**src/rtl/uart_pkg.sv**
```systemverilog
// rtl/uart_pkg.sv - shared types and constants for the UART transmit path
package uart_pkg;

    localparam int D_BIT_DEF = 8;

    localparam logic TX_START_ACT   = 1'b0;
    localparam logic TX_START_INACT = 1'b1;

    typedef enum logic [1:0] {
        IDLE      = 2'b00,
        LAUNCH    = 2'b01,
        WAIT_DONE = 2'b10
    } tx_state_t;

endpackage

```
**src/rtl/sync_fifo.sv**
```systemverilog
// rtl/sync_fifo.sv - single-clock register-array FIFO with combinational head
module sync_fifo #(
    parameter int D_BIT  = 8,
    parameter int ADDR_W = 4
) (
    input  logic              clk,
    input  logic              rst,
    input  logic              wr_en,
    input  logic [D_BIT-1:0]  wr_data,
    input  logic              rd_en,
    output logic [D_BIT-1:0]  rd_data,
    output logic              full,
    output logic              empty,
    output logic [ADDR_W:0]   count
);

    localparam int DEPTH = 1 << ADDR_W;
    localparam logic [ADDR_W:0] COUNT_FULL = {1'b1, {ADDR_W{1'b0}}};

    logic [D_BIT-1:0]  mem [DEPTH];
    logic [ADDR_W-1:0] wr_ptr;
    logic [ADDR_W-1:0] rd_ptr;
    logic              wr_fire;
    logic              rd_fire;

    // Fire decisions use pre-edge full/empty, so a pop never makes room for a same-cycle write.
    assign wr_fire = wr_en && !full;
    assign rd_fire = rd_en && !empty;

    always_ff @(posedge clk) begin
        if (wr_fire) begin
            mem[wr_ptr] <= wr_data;
        end
    end

    always_ff @(posedge clk or posedge rst) begin
        if (rst) begin
            wr_ptr <= '0;
            rd_ptr <= '0;
            count  <= '0;
        end else begin
            if (wr_fire) begin
                wr_ptr <= wr_ptr + 1'b1;
            end
            if (rd_fire) begin
                rd_ptr <= rd_ptr + 1'b1;
            end
            case ({wr_fire, rd_fire})
                2'b10:   count <= count + 1'b1;
                2'b01:   count <= count - 1'b1;
                default: count <= count;
            endcase
        end
    end

    assign rd_data = mem[rd_ptr];
    assign full    = (count == COUNT_FULL);
    assign empty   = (count == '0);

endmodule

```
**src/rtl/uart_tx_feeder.sv**
```systemverilog
// rtl/uart_tx_feeder.sv - byte queue and launch controller ahead of the UART transmitter
module uart_tx_feeder
    import uart_pkg::*;
#(
    parameter int D_BIT  = D_BIT_DEF,
    parameter int ADDR_W = 4
) (
    input  logic              clk,
    input  logic              rst,
    input  logic              wr_en,
    input  logic [D_BIT-1:0]  wr_data,
    output logic              full,
    output logic              empty,
    output logic [ADDR_W:0]   count,
    output logic              overflow,
    output logic              tx_start,
    output logic [D_BIT-1:0]  tx_data,
    input  logic              tx_done_tick,
    output logic              busy
);

    tx_state_t        state;
    tx_state_t        state_next;
    logic             tx_start_next;
    logic [D_BIT-1:0] tx_data_next;
    logic [D_BIT-1:0] head;
    logic             pop;

    sync_fifo #(
        .D_BIT  (D_BIT),
        .ADDR_W (ADDR_W)
    ) u_fifo (
        .clk     (clk),
        .rst     (rst),
        .wr_en   (wr_en),
        .wr_data (wr_data),
        .rd_en   (pop),
        .rd_data (head),
        .full    (full),
        .empty   (empty),
        .count   (count)
    );

    always_ff @(posedge clk or posedge rst) begin
        if (rst) begin
            state    <= IDLE;
            tx_start <= TX_START_INACT;
            tx_data  <= '0;
            overflow <= 1'b0;
        end else begin
            state    <= state_next;
            tx_start <= tx_start_next;
            tx_data  <= tx_data_next;
            overflow <= wr_en && full;
        end
    end

    // The transmitter has no busy flag, so state is the only record of its occupancy;
    // done ticks are honoured only once the launch cycle has passed.
    always_comb begin
        state_next    = state;
        tx_start_next = TX_START_INACT;
        tx_data_next  = tx_data;
        pop           = 1'b0;
        case (state)
            IDLE: begin
                if (!empty) begin
                    pop           = 1'b1;
                    tx_data_next  = head;
                    tx_start_next = TX_START_ACT;
                    state_next    = LAUNCH;
                end
            end
            LAUNCH: begin
                state_next = WAIT_DONE;
            end
            WAIT_DONE: begin
                if (tx_done_tick) begin
                    state_next = IDLE;
                end
            end
            default: begin
                state_next = IDLE;
            end
        endcase
    end

    assign busy = (state == LAUNCH) || (state == WAIT_DONE);

endmodule

```
**config.mk**
```make
export PLATFORM = sky130hd
export DESIGN_NAME = uart_tx_feeder
export DESIGN_NICKNAME = d
export VERILOG_FILES = /design/src/rtl/uart_pkg.sv /design/src/rtl/sync_fifo.sv /design/src/rtl/uart_tx_feeder.sv
export SDC_FILE = /design/constraint.sdc
export NUM_CORES = 1
export LEC_CHECK = 0
export ABC_AREA = 0
export CAP_MARGIN = 20
export CORE_ASPECT_RATIO = 0.9
export CORE_UTILIZATION = 30
export CTS_CLUSTER_DIAMETER = 150
export DETAILED_ROUTE_END_ITERATION = 8
export REMOVE_ABC_BUFFERS = 1
export SLEW_MARGIN = 5
export SYNTH_ARGS = -nofsm -noshare
export SYNTH_HDL_FRONTEND = slang
export SYNTH_SLANG_ARGS = --single-unit
```
**constraint.sdc**
```tcl
create_clock -name clk -period 3.7 [get_ports clk]
set_input_delay 0.555 -clock clk [delete_from_list [all_inputs] [get_ports clk]]
set_output_delay 0.555 -clock clk [all_outputs]
set_load 0.02 [all_outputs]
```
; Word level (Yosys, flattened, before mapping)
; Memory sizes are Yosys's and may differ from the RTL's. A register that Yosys moved wholly into a read port is not among the register bits.
; Cells that the tools add are included.
[word_totals]
reg_bits = 17
ram_bits = 128
in_bits = 12
output_inout_bits = 18
memories = 1
[classes]
add_sub_neg = 4
eq_ne = 7
n_mux = 10
bitwise = 1
n_reduce_logical = 11
[memory_table]
columns = name, words, word_bits, read_ports, rd_clocked_by_memory_dff, wr, line_no
row1 = u_fifo.mem, 16, 8, 1, 1, 1, sync_fifo.sv:20  ; logic [D_BIT-1:0] mem [DEPTH];
[ops]
columns = cell, n
row1 = one-hot mux 5 bit (2 select lines), 1
row2 = "adder 4 x 1 -> 4 bit, second input constant", 2
row3 = two-way mux 1 bit, 6
row4 = one-hot mux 2 bit (3 select lines), 1
row5 = "adder 5 x 1 -> 5 bit, second input constant", 1
row6 = "== test 5 bit, second input constant", 1
row7 = logical NOT 5 bit, 1
row8 = "subtractor 5 x 1 -> 5 bit, second input constant", 1
row9 = "== test 2 x 1 -> 1 bit, second input constant", 2
row10 = "== test 2 bit, second input constant", 2
row11 = two-way mux 2 bit, 2
row12 = "!= test 2 bit, second input constant", 2
row13 = AND reduction 2 bit, 2
row14 = logical AND 1 bit, 3
row15 = logical NOT 1 bit, 2
row16 = logical NOT 2 bit, 1
row17 = nonzero test 2 bit, 1
row18 = logical OR 1 bit, 1
row19 = NOT 1 bit, 1

; Logic depth before layout (Yosys ltp)
; Gate-level depths: netlist (run 1).
[depth]
ltp_word = 6
depth_mapped = 13

; Hierarchy
; From an unflattened synthesis (run 1), not the netlist that was laid out.
[unflattened]
cells_unflattened = 368
area_unflattened_um2 = 6341.1
[modules_own_cells]
columns = mod, n_inst, cells_each, area_per_inst_um2, seq_area_each_um2
row1 = sync_fifo, 1, 333, 5789.3, 4169.0
row2 = uart_tx_feeder, 1, 35, 551.8, 301.5

; Least setup slack after synthesis (run 1)
; No wires, ideal clock.
[synth_path]
path_kind = flip-flop to flip-flop
startpoint = register u_fifo.count[1]
endpoint = register u_fifo.count[4]
setup_time_ps = 123
arrival_ps = 2744
setup_slack_ps = 833
path_stages_with_launch = 13
synth_period_minus_slack_ps = 2867
cell_sequence = dfrtp_1 > clkbuf_2 > nor4_4 > a21oi_1 > clkbuf_1 > ha_1 > clkbuf_1 > xor2_1 > ha_1 > o211a_1 > o31ai_1 > a31oi_1 > xnor2_1
[synth_between]
elab_chain_len = 6
[synth_rtl]
columns = element, line_no
row1 = "start, declared", sync_fifo.sv:14  ; output logic [ADDR_W:0] count
row2 = "start signal, assigned", sync_fifo.sv:49  ; 2'b10: count <= count + 1'b1;
row3 = "start signal, assigned", sync_fifo.sv:50  ; 2'b01: count <= count - 1'b1;
row4 = "start signal, assigned", sync_fifo.sv:51  ; default: count <= count;
row5 = logical NOT 5 bit (*), sync_fifo.sv:58  ; assign empty = (count == '0);
row6 = two-way mux 1 bit (*), uart_tx_feeder.sv:67  ; if (!empty) begin
row7 = two-way mux 1 bit (*), uart_tx_feeder.sv:65  ; case (state)
row8 = named net pop, uart_tx_feeder.sv:27  ; logic pop;
row9 = logical AND 1 bit (*), sync_fifo.sv:28  ; assign rd_fire = rd_en && !empty;
row10 = == test 2 x 1 -> 1 bit or == test 2 bit (tied branches), sync_fifo.sv:48  ; case ({wr_fire, rd_fire})
row11 = one-hot mux 5 bit (2 select lines) or nonzero test 2 bit (tied branches), n/a
; The timed path passes the listed nets; every way through them passes the cells marked *.
; A chain may end at the register's enable or synchronous reset.

; Final worst setup path (run 1)
[layout_path]
startpoint = register u_fifo.count[2]
endpoint = register u_fifo.count[4]
[layout_between]
elab_chain_len = 6
[layout_rtl]
columns = element, line_no
row1 = logical NOT 5 bit, sync_fifo.sv:58
row2 = two-way mux 1 bit, uart_tx_feeder.sv:67
row3 = two-way mux 1 bit, uart_tx_feeder.sv:65
row4 = logical AND 1 bit, sync_fifo.sv:28
row5 = == test 2 x 1 -> 1 bit or == test 2 bit (tied branches), sync_fifo.sv:48
row6 = one-hot mux 5 bit (2 select lines) or nonzero test 2 bit (tied branches), n/a
; Several ways; a longest one is shown, not always the timed one.

==> impl_metrics.toml, run 1 <==
[run_status]
status = "completed"

[clock_tree]
cts_hold_buf = 0
post-cts-setup-buffers = 0
cts_resized = 0
h-tree-depth = 4
cts_tree = "built"
clock-root-buffer = "clkbuf_16"
clockBufferDepth = 2
clkLatencyLatePin_ns = 0.42
cts.clk_slew.worst_paths_ns = 0.06
cts.sinks = 153
cts_buffers = 17

[yosys]
synth_cell_types = 38
synthTopCellsByArea = "edfxtp_1 62%, dfrtp_1 9.6%, mux4_2 8.7%"
synth-seq-cells = 153
ys_warn_count = 0
async_reset_ff_share_pct = 16.34
yosysTopAreaCell = "edfxtp_1"
syn_area_per_cell_um2 = 18.91
synth-seq-area-share_pct = 71.63
syn_area_mm2 = 0.006241
synth_flop_cell = "edfxtp_1"
synthCells = 330
synth_top_area_share_pct = 61.59
synth-edff-count = 128

[worst_setup_path]
critPathMaxStageDelay_ns = 0.49
path_common_cell = "ha_1"
critPathKind = "reg -> reg"
critPathRequiredTime_ns = 4.00
slowest_stage = "dfrtp_1"
cp_cell_sequence = "nor4_4 -> a21oi_2 -> buf_4 -> ha_1 -> xor2_1 -> ha_1 -> o211a_1 -> o31ai_1 -> a31oi_1 -> xnor2_1"
cp-start-kind = "flip-flop"
path_max_fanout = 23
end_kind = "flip-flop"
arrival_ns = 3.11
r2r_start = "u_fifo.count[2]"
crit_start = "u_fifo.count[2]"

[placed_design]
place_inst = 605
placed_cell_area_mm2 = 0.006808
routabilityCongestion = 0.7801
place_hpwl_mm = 7.767
portBuffers = 29

[hold_path]
hold_path_class = "in -> async"

[routing]
ant_nets = 0
drt_first_pass_iters = 5
via_per_inst = 4.884
routed_wl_mm = 12.08
num_vias = 3116
drt_iter0_markers = 224
drc = 0
wl_per_cell_um = 18.94

[timing]
post-route-min-period_ns = 2.813
hold_viol = 0
worst_slew_margin_rel_pct = 35.21
setup_viol = 0
hold_slack_ns = 0.4064
setup_tns_ns = 0
rsz0062_at_grt = "no"
tightest_slew_ns = 0.9718
fin_skew_ns = 0.007030
slew_viol_final = 0
fin_crit_sh_pct = 76.03
max_freq_ghz = 0.3555

[global_routing]
antenna_found_initial = 0
grt_usage_pct = 12.25
grt_max_degree = 27
overflow = 0
grt_pass1_wl_mm = 18.86
first_global_vias = 3174

[die]
die_area_mm2 = 0.02138
num_io_pins = 30
dieHeight_um = 138.8
rows = 49
start_util_pct = 30.94
core_mm2 = 0.02017
die_x_um = 154.0

[finish]
fill_cells = 1816
nets = 395
final_cell_count_no_fill = 638
final_area_mm2 = 0.007460
layout-drive-gt1-share_pct = 21.67
diodes = 0
syn_to_final_growth_pct = 19.53

[power]
pwr_density_cell_mw_per_mm2 = 820.7
peakVddDrop_uv = 320.7
p_leak_nw = 2.528

[run]
drv_cap = 0
[cell families (layout without fill, tap and decap cells)]
| group | Yosys count | in the layout | synth area share (%) |
|---|---|---|---|
| buf+inv | 28 | 81 | 2.386 |
| xor+xnor | 11 | 11 | 1.544 |
| simple gates | 41 | 41 | 3.448 |
| fa+ha+maj | 13 | 13 | 2.606 |
| flops | 153 | 153 | 71.63 |
| compound gates | 40 | 40 | 4.190 |
| mux | 44 | 44 | 14.19 |
[power by group]
| part | total, mW | switching [mW] | internal (mW) |
|---|---|---|---|
| clock | 1.81 | 0.671 | 1.13 |
| combinational | 1.81 | 0.891 | 0.920 |
| sequential | 2.51 | 0.345 | 2.16 |
[registers in the layout, indices dropped and copies added (netlist names)]
signal / flops
u_fifo.rd_ptr: 4
u_fifo.count: 5
state: 2
u_fifo.mem: 128
overflow: 1
tx_start: 1
u_fifo.wr_ptr: 4
tx_data: 8
[final cells by class]
type	instances	area, um2	share of cell area (%)
timing repair buffer	38	377.9	5.065
inverter	11	41.29	0.5535
clock inverter	14	195.2	2.617
sequential	153	4472	59.95
clock buffer	18	429.2	5.753
tap	255	319.1	4.277
multi-input combinational	149	1625	21.79
[final timing paths]
kind / to / slack [ns] / cells past startpoint
max in group asynchronous: tx_start / 2.81 / 3
max: u_fifo.count[4] / 0.89 / 10
min reg2reg: state[1] / 0.55 / 1
min in group clk: state[1] / 0.55 / 1
min: u_fifo.rd_ptr[1] / 0.41 / 2
max reg2reg: u_fifo.count[4] / 0.89 / 10
[worst max-delay path: cells and delay by family, from the launching register on]
kind / cells / cell delay, ns
adders and majority gates: 2 / 0.55
and+or+nand+nor: 1 / 0.47
DFF: 1 / 0.49
AOI/OAI and AO/OA: 4 / 0.61
xor gates and xnor gates: 2 / 0.34
buffers and inverters: 1 / 0.23
[stage by stage]
step                      util (%)  power, mW  setup WS [ns]
final                        36.98      6.122         0.8870
after global routing         36.98      6.442         0.7033
after CTS                    36.85      6.191         0.8660
after detailed placement     33.75      4.376         0.6755
after global placement       33.75      4.323         0.7382
after floorplan                  -      3.678         0.4785
[Yosys cell counts, types with 2 or more instances]
cell type,number
clkbuf_1,6
mux2_2,12
and2_1,3
o21ai_0,5
nand2_1,8
nor2b_1,2
o22ai_2,3
nand4_1,2
nor3_1,4
xor2_1,3
mux4_2,24
mux4_1,8
edfxtp_1,128
ha_1,13
buf_6,3
a21oi_1,13
nor2_1,14
buf_2,3
dfrtp_1,24
inv_1,11
buf_1,3
o22ai_1,13
nand2b_1,3
xnor2_1,8
[layer usage]
metal | track usage, % | part of all wire [%] | vias up
met5 | 0 | 0 | -
met4 | 4.105 | 0.76 | 0
met3 | 3.562 | 4.6 | 7
met2 | 19.00 | 47 | 73
met1 | 16.46 | 48 | 1639
li1 | - | - | 1397
[cells in the final DEF (no fill, tap or decap), types with 4 or more instances in the layout]
cell and n:
inv_1 11, clkbuf_16 17, nor2_1 14, buf_4 8, nand2_1 8, xnor2_1 8
a21oi_1 12, edfxtp_1 128, mux4_2 24, mux4_1 8, mux2_2 12, nor3_1 4
dfrtp_1 23, bufinv_16 4, ha_1 13, clkdlybuf4s50_1 29, o21ai_0 5, o22ai_1 13
Note: power is estimated with default switching activity, not from simulation.
==> inputs of run 2 (changes only) <==
==> constraint.sdc (replaced) <==
create_clock -name clk -period 2.3 [get_ports clk]
set_input_delay 0.345 -clock clk [delete_from_list [all_inputs] [get_ports clk]]
set_output_delay 0.345 -clock clk [all_outputs]
set_load 0.02 [all_outputs]
==> run 2 against run 1 <==
  * Register-to-register slack worse by 0.86 ns
  * Combinational power grew 97%
  * Largest cell class unchanged
  * Sequential share of layout area fell by 1.7 points
  * Largest power group unchanged
  * Power grew 62%
  * Highest routed layer unchanged
==> impl_metrics.toml, run 2 (same netlist as run 1, synthesis figures left out) <==
[run_status]
status = "completed"

[worst_setup_path]
critPathRequiredTime_ns = 2.60
end_kind = "flip-flop"
r2r_start = "u_fifo.count[3]"
r2r_end = "u_fifo.count[4]"
slowest_stage = "dfrtp_2"
crit_start = "u_fifo.count[3]"
arrival_ns = 2.57
critPathKind = "reg -> reg"
cp_cell_sequence = "nor4_4 -> buf_4 -> a21oi_4 -> ha_4 -> xor2_1 -> ha_2 -> o211a_1 -> o31ai_2 -> a31oi_1 -> xnor2_1"
critPathMaxStageDelay_ns = 0.42
cp-endpoint = "u_fifo.count[4]"
path_max_fanout = 4
r2r_setup_slack_ns = 0.03
reg2reg_depth = 10
cp-start-kind = "flip-flop"

[timing]
setup_tns_ns = 0
worst_slew_margin_rel_pct = 59.63
hold_viol = 0
timing.final.ws_setup_ns = 0.02667
setup_viol = 0
fin_skew_ns = 0.007031
slew_viol_final = 0
fin_crit_sh_pct = 98.84
max_freq_ghz = 0.4399
post-route-min-period_ns = 2.273
tightest_slew_ns = 0.6036

[finish]
syn_to_final_growth_pct = 23.10
fill_cells = 1832
top_regs = "u_fifo.mem x128, tx_data x8, u_fifo.count x5"
largest_reg_flops = 128
diodes = 0
layout-drive-gt1-share_pct = 28.81
nets = 425
final_cell_mix = "128 x edfxtp_1, 34 x buf_4, 27 x clkdlybuf4s50_1"
final_common_cell = "edfxtp_1"
top_register = "u_fifo.mem"
final_util_pct = 38.09

[clock_tree]
clkLatencyLatePin_ns = 0.42
cts_hold_buf = 0
cts.clk_slew.worst_paths_ns = 0.06
cts_buffers = 17
cts_tree = "built"
clock-root-buffer = "clkbuf_16"
cts.sinks = 153
h-tree-depth = 4
clockBufferDepth = 2

[routing]
routed_wl_mm = 12.52
via_per_inst = 4.804
num_vias = 3209
wl_met3_um = 928
met1_length_mm = 5.218
ant_nets = 0
drt_first_pass_iters = 4
drc = 0
wl_per_cell_um = 18.74
drt_iter0_markers = 258
maxUsedRoutingLayer = "met4"
met2RoutedLength_mm = 6.034

[die]
num_io_pins = 30
die_area_mm2 = 0.02138
core_mm2 = 0.02017
die_x_um = 154.0
dieHeight_um = 138.8
rows = 49
start_util_pct = 30.94

[placed_design]
place_ws_ns = -0.1645
place_hpwl_mm = 8.155
routabilityCongestion = 0.7799
portBuffers = 29

[power]
pwr-share-clk_pct = 26.3
power_mw = 9.944
p_switching_mw = 3.199
cell_internal_pwr_mw = 6.745
combPwrFrac_pct = 35.9
p_leak_nw = 2.648
swShare_pct = 32.17
pwr_density_cell_mw_per_mm2 = 1294
p_seq_share_pct = 37.7
peakVddDrop_uv = 583.5

[hold_path]
hold_path_class = "in -> async"

[global_routing]
grt_max_degree = 34
first_global_vias = 3344
grt_usage_pct = 12.56
antenna_found_initial = 0
overflow = 0
grt_pass1_wl_mm = 19.43

[run]
drv_cap = 0
## run 2: cell count changes in the layout (fill, tap and decap cells not counted), sizes merged
cell	before	now
clkdlybuf4s50	29	27
dlygate4sd2	0	1
clkinvlp	1	5
clkinv	6	3
clkdlybuf4s15	0	1
clkbuf	18	19
bufinv	4	1
buf	9	39
inv	14	15
## run 2: layout make-up
class | count | area, um2 | share of cell area (%)
clock buffers | 19 | 432.9 | 5.635
clock inverters | 13 | 121.4 | 1.580
inverters | 11 | 41.29 | 0.5375
multi-input cells | 149 | 1659 | 21.60
flip-flops and latches | 153 | 4473 | 58.22
well taps | 255 | 319.1 | 4.153
repair buffers | 68 | 635.6 | 8.274
## run 2: stage by stage
step / cells / hold WS (ns) / area (um2)
floorplan: 313 / 0.3716 / 6133
global placement: 633 / 0.5186 / 7056
detailed placement: 633 / 0.5318 / 7056
CTS: 665 / 0.3027 / 7612
global route: 668 / 0.3547 / 7682
finish: 668 / 0.3021 / 7682
## run 2: timing repair
action / in CTS / in global routing
pin swaps: 1 / 2
hold endpoints to repair: 0 / 0
setup endpoints to repair: 3 / 3
buffers inserted: 0 / 3
gates resized for setup: 3 / 14
## run 2: metal layers
layer / GRT usage (%) / vias up
met5: 0 / -
met2: 19.93 / 112
met4: 5.211 / 0
met3: 3.469 / 24
li1: - / 1448
met1: 16.24 / 1625
## run 2: worst min path at each step
stage | from | end | cells after the start
finish | rst | state[0] | 3
global route | rst | overflow | 3
CTS | rst | state[0] | 3
detailed placement | state[0] | state[0] | 1
global placement | state[1] | state[1] | 1
floorplan | rst | overflow | 1
## run 2: power by group through the flow
| stage | sequential [mW] | combinational (mW) | clock [mW] |
|---|---|---|---|
| 2_1_floorplan | 4.11 | 1.80 | 0 |
| 3_3_place_gp | 3.78 | 3.40 | 0 |
| 3_5_place_dp | 3.81 | 3.47 | 0 |
| 4_1_cts | 3.76 | 3.49 | 2.67 |
| 5_1_grt | 3.80 | 3.89 | 2.78 |
| 6_report | 3.75 | 3.57 | 2.62 |
## run 2: worst max-delay path: cells and delay by family (launching register included)
| kind | cells | cell delay, ns |
|---|---|---|
| buffers and inverters | 1 | 0.18 |
| XOR/XNOR | 2 | 0.28 |
| flip-flops | 1 | 0.42 |
| AND/OR/NAND/NOR | 1 | 0.27 |
| AO/OA/AOI/OAI | 4 | 0.63 |
| adder cells (fa/ha/maj) | 2 | 0.36 |
